$ cat src/rtl/queue_calc_ctrl.sv
// queue_calc_ctrl: stack-style calculator controller that owns a DEPTH x 8 circular operand queue.
// Latency: PUSH is 2 cycles to IDLE, POP/NOP/errors 1 cycle, binary ops 5 cycles from accept to in_ready.
// Backpressure: in_ready is high only in IDLE and outside reset; an instruction is taken on in_valid && in_ready.
//
// Optional feature macro: QCTRL_DIVZERO_CHK_EN. When it is defined, DIV/REM with B == 0
// raises error 11 in EXEC instead of writing the ALU result back.
//
// Ports:
//   clk, rst            clock, synchronous active-low reset
//   in_valid/in_ready   instruction handshake; in_opcode (3b), in_data (8b PUSH immediate)
//   alu_opcode          opcode to the external ALU, 7 (NOP) outside EXEC
//   alu_operands        {B, A} to the ALU, 0 outside EXEC
//   alu_result          combinational ALU result
//   out_valid/out_data  POP result pulse / held value
//   count, busy         queue occupancy, non-IDLE indicator
//   err_valid/err_code  error pulse / held code (01 underflow, 10 overflow, 11 div-by-zero)
module queue_calc_ctrl #(
  parameter int DEPTH = 8,
  localparam int AW = $clog2(DEPTH)
) (
  input  logic          clk,
  input  logic          rst,
  input  logic          in_valid,
  output logic          in_ready,
  input  logic [2:0]    in_opcode,
  input  logic [7:0]    in_data,
  output logic [2:0]    alu_opcode,
  output logic [15:0]   alu_operands,
  input  logic [7:0]    alu_result,
  output logic          out_valid,
  output logic [7:0]    out_data,
  output logic [AW:0]   count,
  output logic          busy,
  output logic          err_valid,
  output logic [1:0]    err_code
);

  localparam logic [2:0] S_IDLE   = 3'd0;
  localparam logic [2:0] S_READ_A = 3'd1;
  localparam logic [2:0] S_READ_B = 3'd2;
  localparam logic [2:0] S_EXEC   = 3'd3;
  localparam logic [2:0] S_WRITE  = 3'd4;

  localparam logic [2:0] OP_PUSH = 3'd0;
  localparam logic [2:0] OP_POP  = 3'd1;
  localparam logic [2:0] OP_DIV  = 3'd5;
  localparam logic [2:0] OP_REM  = 3'd6;
  localparam logic [2:0] OP_NOP  = 3'd7;

  localparam logic [1:0] ERR_UNDER = 2'b01;
  localparam logic [1:0] ERR_OVER  = 2'b10;
  localparam logic [1:0] ERR_DIVZ  = 2'b11;

  localparam logic [AW:0] CNT_FULL = (AW+1)'(DEPTH);
  localparam logic [AW:0] CNT_TWO  = (AW+1)'(2);

  logic [2:0]    state;
  logic [AW-1:0] head;
  logic [AW-1:0] tail;
  logic [2:0]    op_q;
  logic [7:0]    opa;
  logic [7:0]    opb;
  // Value enqueued in WRITE: either the PUSH immediate or the registered ALU result.
  logic [7:0]    wdat;
  logic [7:0]    mem [DEPTH];

  assign in_ready     = (state == S_IDLE) && rst;
  assign busy         = (state != S_IDLE);
  assign alu_opcode   = (state == S_EXEC) ? op_q : OP_NOP;
  assign alu_operands = (state == S_EXEC) ? {opb, opa} : 16'd0;

  // Queue storage carries no reset; pointers and count define which entries are live.
  always_ff @(posedge clk) begin
    if (rst && state == S_WRITE) begin
      mem[tail] <= wdat;
    end
  end

  always_ff @(posedge clk) begin
    if (!rst) begin
      state     <= S_IDLE;
      head      <= '0;
      tail      <= '0;
      count     <= '0;
      op_q      <= OP_NOP;
      opa       <= 8'd0;
      opb       <= 8'd0;
      wdat      <= 8'd0;
      out_valid <= 1'b0;
      out_data  <= 8'd0;
      err_valid <= 1'b0;
      err_code  <= 2'b00;
    end else begin
      out_valid <= 1'b0;
      err_valid <= 1'b0;
      case (state)
        S_IDLE: begin
          if (in_valid) begin
            case (in_opcode)
              OP_PUSH: begin
                if (count == CNT_FULL) begin
                  err_valid <= 1'b1;
                  err_code  <= ERR_OVER;
                end else begin
                  wdat  <= in_data;
                  state <= S_WRITE;
                end
              end
              OP_POP: begin
                if (count == '0) begin
                  err_valid <= 1'b1;
                  err_code  <= ERR_UNDER;
                end else begin
                  out_data  <= mem[head];
                  out_valid <= 1'b1;
                  head      <= head + 1'b1;
                  count     <= count - 1'b1;
                end
              end
              OP_NOP: ;
              default: begin
                // Binary ops need two live operands before any state is touched.
                if (count < CNT_TWO) begin
                  err_valid <= 1'b1;
                  err_code  <= ERR_UNDER;
                end else begin
                  op_q  <= in_opcode;
                  state <= S_READ_A;
                end
              end
            endcase
          end
        end
        S_READ_A: begin
          opa   <= mem[head];
          head  <= head + 1'b1;
          count <= count - 1'b1;
          state <= S_READ_B;
        end
        S_READ_B: begin
          opb   <= mem[head];
          head  <= head + 1'b1;
          count <= count - 1'b1;
          state <= S_EXEC;
        end
        S_EXEC: begin
`ifdef QCTRL_DIVZERO_CHK_EN
          if ((op_q == OP_DIV || op_q == OP_REM) && opb == 8'd0) begin
            // Both operands stay consumed; nothing is written back.
            err_valid <= 1'b1;
            err_code  <= ERR_DIVZ;
            state     <= S_IDLE;
          end else begin
            wdat  <= alu_result;
            state <= S_WRITE;
          end
`else
          wdat  <= alu_result;
          state <= S_WRITE;
`endif
        end
        S_WRITE: begin
          // Cannot overflow after a binary op: READ_A/READ_B freed two entries.
          tail  <= tail + 1'b1;
          count <= count + 1'b1;
          state <= S_IDLE;
        end
        default: state <= S_IDLE;
      endcase
    end
  end

endmodule

$ cat config.mk
export PLATFORM = sky130hd
export DESIGN_NAME = queue_calc_ctrl
export DESIGN_NICKNAME = d
export VERILOG_FILES = /design/src/rtl/queue_calc_ctrl.sv
export SDC_FILE = /design/constraint.sdc
export NUM_CORES = 1
export LEC_CHECK = 0
export ABC_CLOCK_PERIOD_IN_PS = 2300
export CORE_MARGIN = 3
export CORE_UTILIZATION = 50
export DETAILED_ROUTE_END_ITERATION = 6
export GPL_TIMING_DRIVEN = 0
export PLACE_DENSITY = 0.77
export SYNTH_ARGS = -nofsm -noshare
export SYNTH_HDL_FRONTEND = slang
export SYNTH_SLANG_ARGS = --single-unit
$ cat constraint.sdc
create_clock -name clk -period 2.3 [get_ports clk]
set_input_delay 0.23 -clock clk [delete_from_list [all_inputs] [get_ports clk]]
set_output_delay 0.23 -clock clk [all_outputs]
set_load 0.01 [all_outputs]
==> run summary <==
Post-synth top cells - 64 x edfxtp_1, 55 x dfxtp_1, 49 x nor2_1, 20 x o21ai_0
Synth area leaders - edfxtp_1 39%, dfxtp_1 22%, mux4_2 7.3%
Mux cell area share after synthesis - 11.7%
Hold EP - op_q[1]$_SDFFE_PN1P_
Post-synthesis average cell area - 13.0 sq um
Flops & latches, synth - 119
Area growth from synthesis to layout - 31.6%
Post-Synth XOR/XNOR Area - 1.24%
Cell leakage power - 0.00253 uW
Cell with the most instances after synthesis - edfxtp_1
Critical path class - flop to output port
Peak VDD IR - 568 uV
Syn_nets - 407
Post-synth top area share - 38.7%
Seq/Total Area, Yosys - 60.9%
Slew @ Worst Pin - 892 ps
Slack of the critical path - 67.3 ps
Clock Latency Late Sink - 520 ps
Fin crit period - 2230 ps
Dpl ws - -871 ps
Pin count of the biggest net entering global routing - 17
Antenna violations before repair - 0
Hold crit path type - input pin to flop
Drt total wl - 11,300 um
Post-DP HPWL - 7200 um
Distinct cells, synth - 50
Vias in the first global route - 3,522
Port buffer count - 56
Worst setup SP type - flop
Main combinational cell family by area after synthesis - simple AND/OR/NAND/NOR gates
GPL Wtd Cong - 0.807
Die Y - 106 um
Final core occ - 69.0%
Synth Instances - 381
Worst flop-to-flop path startpoint - state[2]$_SDFFE_PN0P_
Critical Path End Type - output port
Highest Clock Rate - 0.448 GHz
Ys flop type - edfxtp_1
# IOs - 59
Cell row count - 35
Router iterations before antenna repair - 4
Die X - 106 um
Total number of vias - 3,413
Max cap viols - 0
H-tree depth - 4
Overall routing resource usage - 21.2%
CTS tree - yes
Crit path DAT - 2000 ps
Synth Area in Adders - 1.01%
Rel. slew slack - 40.2%
Clock sink total - 119
CTS root buf - clkbuf_8
Reg2reg path depth - 6
Diode count - 0
Core box area - 9460 sq um
Number of CTS-inserted buffers - 17
Routed Antenna Nets - 0
CTS clk-pin slew, worst paths - 60 ps
Global route overflow - 0
Synth area leader - edfxtp_1
RSZ-0062 raised after global routing - no
Peak fanout along the critical path - 10
WL/cell - 18.7 um
Compound-gate portion of the synthesized area - 9.08%
Remaining DRCs - 0
Share of post-route cells with drive strength above 1 - 21.8%
Final Skew - 12.1 ps
Die ar. - 11,200 sq um
Pwr/cell area - 1100 nW/um^2
Starting Density - 52.4%
Worst Hold Path Cells - 3
Reg2Reg Setup Slack - 90 ps
Final hold vios - 0
Post-Synth Simple-Gate Area - 12.7%
CP required - 2070 ps
Netlist Area Pre-Place - 4960 sq um
Max Slew Vio Count - 0
Via density - 5.64
Async S/R FF share, synth - 0%
CTS Buffer Depth - 2
Status - finished clean
EDFF count, synth - 64
Reg-to-Reg End - mem[1][2]$_DFFE_PP_
Number of DRC markers in iteration 0 - 197
First-pass GRT wire length - 18,200 um
FILL cells - 674
Hold_sp - in_opcode[1]
Period utilization - 97.1%
Synthesis Warnings - 0
Final setup viols - 0
Final net count - 489
==> metal layers <==
layer / share of wire (%) / track usage (%) / wire, um / vias up
met3: 6.1 / 4.72 / 686 / 22
met2: 51 / 35.3 / 5730 / 138
met5: 0 / 0 / 0 / -
met1: 41 / 26.9 / 4660 / 1672
met4: 2.1 / 8.70 / 234 / 0
li1: - / - / - / 1581
==> worst max-delay path by stage <==
| stage | from | depth (start not counted) | to |
|---|---|---|---|
| 2_1_floorplan | state[2]$_SDFFE_PN0P_ | 5 | mem[3][0]$_DFFE_PP_ |
| 3_3_place_gp | state[2]$_SDFFE_PN0P_ | 4 | mem[0][4]$_DFFE_PP_ |
| 3_5_place_dp | state[2]$_SDFFE_PN0P_ | 5 | mem[3][4]$_DFFE_PP_ |
| 4_1_cts | state[2]$_SDFFE_PN0P_ | 4 | mem[4][7]$_DFFE_PP_ |
| 5_1_grt | flop | 5 | out_data[5]$_SDFFE_PN0P_ |
| 6_report | state[2]$_SDFFE_PN0P_ | 5 | alu_opcode[0] |
==> cells by family after synthesis <==
| group | Yosys count |
|---|---|
| AND/OR/NAND/NOR | 124 |
| flip-flops | 119 |
| AO/OA/AOI/OAI | 58 |
| multiplexers | 37 |
| buffers and inverters | 32 |
| XOR/XNOR | 7 |
| adder cells (fa/ha/maj) | 4 |
==> sequential cells by signal, indices dropped and copies added, names as in the netlist, named ones only <==
name and flops:
out_valid 1, err_code 2, count 4, op_q 3
wdat 8, head 3, state 3, out_data 8
opa 8, opb 8, tail 3, err_valid 1
mem 64
==> worst max-delay path, stage by stage, from the launching register on <==
cell	delay, ps
dfxtp_1	330
buf_4	180
nand3b_1	240
clkbuf_8	190
or2_2	260
dlygate4sd2_1	280
==> power breakdown <==
group,switching [uW],leakage (uW),total (uW),internal (uW)
registers,197,0.00104,2720,2520
logic,914,0.00117,1700,782
clock network,972,0.000318,2790,1820
==> final cells by class <==
type                       count  area [sq um]  area share [%]
clock inverter                12           158            2.41
timing repair buffer          64           669            10.3
tap                          129           161            2.47
buffer                        24           160            2.45
clock buffer                  20           478            7.32
sequential                   119          3020            46.3
multi-input combinational    230          1850            28.4
inverter                       7          26.3           0.402
==> layout by cell type, fill, tap and decap left out, types with 7 or more instances in the layout <==
master	instances
a21oi_1	8
a22o_1	8
and2_1	17
buf_4	10
clkbuf_16	18
clkdlybuf4s50_1	43
dfxtp_1	55
dlymetal6s2s_1	10
edfxtp_1	64
inv_1	7
mux2_2	8
mux2i_1	13
mux4_2	16
nand2_1	16
nor2_1	48
nor3_1	9
o21ai_0	20
==> repair_timing <==
item                       in CTS  in global routing
pin swaps                       3                  0
setup endpoints to repair      69                 72
buffers inserted                6                  0
gates resized for setup        17                 17
hold buffers                    1                  0
hold endpoints to repair        1                  0
==> stage by stage <==
| stage | hold slack, ps | setup TNS (ps) | total power [uW] | instance area (sq um) | cells |
|---|---|---|---|---|---|
| finish | 50.8 | 0 | 7210 | 6530 | 605 |
| global route | 71.4 | 0 | 7510 | 6530 | 605 |
| CTS | 36.7 | -11160 | 7190 | 6470 | 605 |
| detailed placement | 452 | -30060 | 4380 | 5700 | 567 |
| global placement | 449 | -28210 | 4300 | 5690 | 566 |
| floorplan | 355 | 0 | 3890 | 4970 | 381 |
Power figures use the tool's default switching activity.
